==> src/rtl/cmd_buffer_sched.sv <==
// Command buffer controller: host packets land in RAM at their symbol ID, and a
// start pulse streams the occupied entries to the rasteriser in ascending address order.
module cmd_buffer_sched #(
    parameter int BUFFER_PKT_BITS    = 32,
    parameter int NUM_BUF_ELEMS_BITS = 4
) (
    input  logic                          i_clk,
    input  logic                          n_btn_rst,
    input  logic                          in_valid,
    input  logic [BUFFER_PKT_BITS-1:0]    in_data,
    output logic                          in_ready,
    input  logic                          clear,
    input  logic                          start,
    output logic                          busy,
    output logic                          done,
    output logic [NUM_BUF_ELEMS_BITS:0]   entry_count,
    output logic                          out_valid,
    output logic [BUFFER_PKT_BITS-1:0]    out_data,
    output logic [NUM_BUF_ELEMS_BITS-1:0] out_addr,
    input  logic                          out_ready,
    output logic                          buf_we,
    output logic [NUM_BUF_ELEMS_BITS-1:0] buf_waddr,
    output logic [BUFFER_PKT_BITS-1:0]    buf_wdata,
    output logic                          buf_re,
    output logic [NUM_BUF_ELEMS_BITS-1:0] buf_raddr,
    input  logic [BUFFER_PKT_BITS-1:0]    buf_rdata
);

    localparam int DEPTH = 1 << NUM_BUF_ELEMS_BITS;
    localparam int CW    = NUM_BUF_ELEMS_BITS + 1;
    localparam logic [NUM_BUF_ELEMS_BITS-1:0] LAST_ADDR = {NUM_BUF_ELEMS_BITS{1'b1}};
    localparam logic [NUM_BUF_ELEMS_BITS-1:0] ADDR_ONE  = NUM_BUF_ELEMS_BITS'(1);

    typedef enum logic [1:0] {
        S_IDLE    = 2'd0,
        S_SCAN    = 2'd1,
        S_PRESENT = 2'd2,
        S_DONE    = 2'd3
    } state_t;

    state_t                          state_q, state_d;
    logic [NUM_BUF_ELEMS_BITS-1:0]   scan_addr_q, scan_addr_d;
    logic [DEPTH-1:0]                bitmap_q, bitmap_d;
    logic [CW-1:0]                   count_q, count_d;
    logic                            in_ready_q;
    logic                            wr_s;
    logic                            buf_re_s;

    function automatic logic [CW-1:0] popcount(input logic [DEPTH-1:0] v);
        logic [CW-1:0] c;
        c = '0;
        for (int i = 0; i < DEPTH; i++) begin
            c = c + CW'(v[i]);
        end
        return c;
    endfunction

    assign wr_s      = in_valid && in_ready_q;
    assign buf_we    = wr_s;
    assign buf_waddr = in_data[NUM_BUF_ELEMS_BITS-1:0];
    assign buf_wdata = in_data;
    assign buf_re    = buf_re_s;
    assign buf_raddr = scan_addr_q;

    // The RAM keeps its read register while buf_re is low, so data is taken straight from it.
    assign in_ready    = in_ready_q;
    assign busy        = (state_q == S_SCAN) || (state_q == S_PRESENT);
    assign done        = (state_q == S_DONE);
    assign out_valid   = (state_q == S_PRESENT);
    assign out_data    = buf_rdata;
    assign out_addr    = scan_addr_q;
    assign entry_count = count_q;

    // Occupancy: clear wipes first so a same-cycle write still leaves its entry valid.
    always_comb begin
        bitmap_d = bitmap_q;
        if (clear) begin
            bitmap_d = '0;
        end else begin
            bitmap_d = bitmap_q;
        end
        if (wr_s) begin
            bitmap_d[in_data[NUM_BUF_ELEMS_BITS-1:0]] = 1'b1;
        end else begin
            bitmap_d = bitmap_d;
        end
        count_d = popcount(bitmap_d);
    end

    // Scan FSM next-state and read strobe.
    always_comb begin
        state_d     = state_q;
        scan_addr_d = scan_addr_q;
        buf_re_s    = 1'b0;
        case (state_q)
            S_IDLE: begin
                if (start) begin
                    state_d     = S_SCAN;
                    scan_addr_d = '0;
                end else begin
                    state_d = S_IDLE;
                end
            end
            S_SCAN: begin
                if (bitmap_q[scan_addr_q]) begin
                    buf_re_s = 1'b1;
                    state_d  = S_PRESENT;
                end else if (scan_addr_q == LAST_ADDR) begin
                    state_d = S_DONE;
                end else begin
                    scan_addr_d = scan_addr_q + ADDR_ONE;
                end
            end
            S_PRESENT: begin
                if (out_ready) begin
                    if (scan_addr_q == LAST_ADDR) begin
                        state_d = S_DONE;
                    end else begin
                        state_d     = S_SCAN;
                        scan_addr_d = scan_addr_q + ADDR_ONE;
                    end
                end else begin
                    state_d = S_PRESENT;
                end
            end
            S_DONE: begin
                state_d = S_IDLE;
            end
            default: begin
                state_d = S_IDLE;
            end
        endcase
    end

    // State, occupancy and handshake registers.
    always_ff @(posedge i_clk or negedge n_btn_rst) begin
        if (!n_btn_rst) begin
            state_q     <= S_IDLE;
            scan_addr_q <= '0;
            bitmap_q    <= '0;
            count_q     <= '0;
            in_ready_q  <= 1'b0;
        end else begin
            state_q     <= state_d;
            scan_addr_q <= scan_addr_d;
            bitmap_q    <= bitmap_d;
            count_q     <= count_d;
            in_ready_q  <= 1'b1;
        end
    end

endmodule

==> config.mk <==
export PLATFORM = sky130hd
export DESIGN_NAME = cmd_buffer_sched
export DESIGN_NICKNAME = d
export VERILOG_FILES = /design/src/rtl/cmd_buffer_sched.sv
export SDC_FILE = /design/constraint.sdc
export NUM_CORES = 1
export LEC_CHECK = 0
export CAP_MARGIN = 25
export CORE_ASPECT_RATIO = 2
export CORE_MARGIN = 4
export CORE_UTILIZATION = 39
export DETAILED_ROUTE_END_ITERATION = 7
export PLACE_DENSITY = 0.87
export SYNTH_ARGS = -nofsm -noshare
export SYNTH_HDL_FRONTEND = slang
export SYNTH_SLANG_ARGS = --single-unit
==> constraint.sdc <==
create_clock -name i_clk -period 6.8 [get_ports i_clk]
set_input_delay 0.68 -clock i_clk [delete_from_list [all_inputs] [get_ports i_clk]]
set_output_delay 0.68 -clock i_clk [all_outputs]
set_load 0.01 [all_outputs]
==> results.tsv <==
metric	value	unit
postCtsHoldBufs	0	
grt_pass1_wl	8040	microns
finalMaxSlewViolations	0	
nets	294	
fin_tns_setup	0	ns
cts_buffers	3	
ys_seq_area_frac	0.299	
grt_overflow_total	0	
drcViolationCount	0	
rsz0062_at_grt	no	
gp_congestion	0.900	
fin_crit	4.77	ns
period_share	0.702	
track_usage	0.137	
via_count	1465	
first_iter_violations	81	
synth_area_per_cell	9.84	sq um
fmaxAchievable	0.210	GHz
peakVddDrop	100	uV
synth_edf_count	0	
synth_top_cell_by_area	dfrtp_1	
num_io_pins	157	
antenna_cells	0	
drv_cap	0	
required	7.01	ns
viasPerCell	5.57	
grt_pass1_vias	1678	
end_kind	flop	
dr.pass1.iters	6	
synth_fp_nets	328	
htree_num_levels	1	
finalSetupViolCount	0	
antenna_found_initial	0	
yosysMostFrequentCell	buf_4	
slew_headroom	0.671	
crit_slowest_cell	fa_1	
synth_top_area_share	0.299	
grt_max_degree	29	
syn_inst	238	
ys_seq_elements	28	
hold_viol	0	
place_hpwl	3920	microns
ys_async_sr_fraction	1.00	
root_buffer	clkbuf_16	
port_buffers	36	
cpPeakStageDelay	0.55	ns
drtAntennaViolNets	0	
clock_skew	0.00320	ns
clock-sinks	28	
worstSetupPathType	in -> reg	
power	0.000659	W
die_h	118	microns
placementRows	39	
die-area	7380	sq um
yosysWarningCount	0	
synthTopCellsByCount	buf_4 (72), dfrtp_1 (28), inv_1 (23), o2bb2ai_1 (12)	
die_w	62.8	microns
cts_tree	built	
yosys.cell_types.count	43	
cts.reportedPaths.clkPinSlew	0.07	ns
avgRoutedWirePerCell	18.4	microns
power.density	289	nW/um^2
final_layout_size_suffix_gt1_frac	0.0842	
post_cts_buffers	0	
p_leak	1.06	nW
worst-path-max-fanout	6	
nFillCells	566	
start_util	0.407	
area_growth	-2.51	%
core	5760	sq um
hold_class	reg -> reg	
status	completed	
cts_resized	0	
worst_slew_pin_slew	0.490	ns
insertion_delay	0.26	ns
crit_chain	clkdlybuf4s50_1 > or3_1 > nor2_1 > a21o_1 > inv_1 > fa_1 > inv_1 > fa_1 > fa_1 > inv_1 > fa_1 > inv_1 > ha_1 > inv_1 > fa_1 > nor2b_1 > o21a_1	
cts_buffer_depth	2	
crit_path_start_kind	input port	
synth_area_leaders	dfrtp_1 (30%), buf_4 (23%), fa_1 (8.6%)	
routed_wl	4850	microns
cp.arrival	4.98	ns
syn_area	2340	sq um
synth_ff_type	dfrtp_1	
-- through the flow --
step,utilization,setup slack [ns],cell area [sq um],hold slack (ns),cells
6_report,0.396,2.03,2280,0.524,263
5_1_grt,0.396,1.81,2280,0.555,263
4_1_cts,0.396,2.03,2280,0.528,263
3_5_place_dp,0.383,1.76,2210,0.510,260
3_3_place_gp,0.383,1.88,2210,0.488,260
2_1_floorplan,-,2.49,2340,0.384,238
-- per-layer routing --
metal	wire, microns	GRT usage	vias to the layer above
met4	297	0.112	0
li1	-	-	648
met5	0	0	-
met3	322	0.0344	37
met2	2820	0.258	69
met1	1410	0.114	711
-- final timing paths --
check                       startpoint             end  slack, ns  cells after the start
hold reg to reg            bitmap_q[4]     bitmap_q[4]       0.52                      1
max in group asynchronous    n_btn_rst  entry_count[3]       5.74                      2
setup reg to reg              in_ready  entry_count[4]       2.56                     17
hold / removal             bitmap_q[4]     bitmap_q[4]       0.52                      1
setup / recovery            in_data[3]  entry_count[4]       2.03                     17
min in group asynchronous    n_btn_rst      state_q[0]       0.79                      2
-- sequential cells by signal (all words and copies together) (netlist names) --
signal / cells
bitmap_q: 16
state_q: 2
in_ready: 1
buf_raddr: 4
entry_count: 5
-- final cells by class --
type / instances / area, sq um / area share
sequential: 28 / 701 / 0.307
tap: 61 / 76.3 / 0.0334
multi-input combinational: 110 / 972 / 0.426
timing repair buffer: 37 / 368 / 0.161
clock buffer: 3 / 75.1 / 0.0329
inverter: 24 / 90.1 / 0.0395
-- report_power, final --
| part | leakage [nW] | switching [W] | internal, W |
|---|---|---|---|
| registers | 0.380 | 0.0000367 | 0.000186 |
| logic | 0.647 | 0.000156 | 0.000147 |
| clock network | 0.0370 | 0.0000562 | 0.0000782 |
-- cells in the final DEF, fill, tap and decap left out, types with 3 or more instances in the layout --
master,count
nor2b_1,6
nand2_1,7
mux2i_1,6
inv_1,23
and3_1,3
ha_1,10
clkdlybuf4s50_1,36
clkbuf_16,3
o2bb2ai_1,12
nand3_1,7
fa_1,10
nor2_1,7
dfrtp_1,28
a221oi_2,3
a21oi_1,5
-- worst max-delay path, delay by kind of cell --
kind	cells	cell delay, ns
adders and majority gates	6	2.57
buffers and inverters	6	0.77
and+or+nand+nor	3	0.72
AOI/OAI and AO/OA	2	0.23
-- logic make-up (layout without fill, tap and decap cells) --
group           Yosys count  after routing  synth area share
mux                       6              6            0.0257
fa+ha+maj                20             20             0.139
flops                    28             28             0.299
other cells               1              1           0.00160
compound gates           41             41             0.153
xor+xnor                  2              2           0.00748
buf+inv                 100             64             0.285
simple gates             40             40            0.0887
Note: power is estimated with default switching activity, not from simulation.
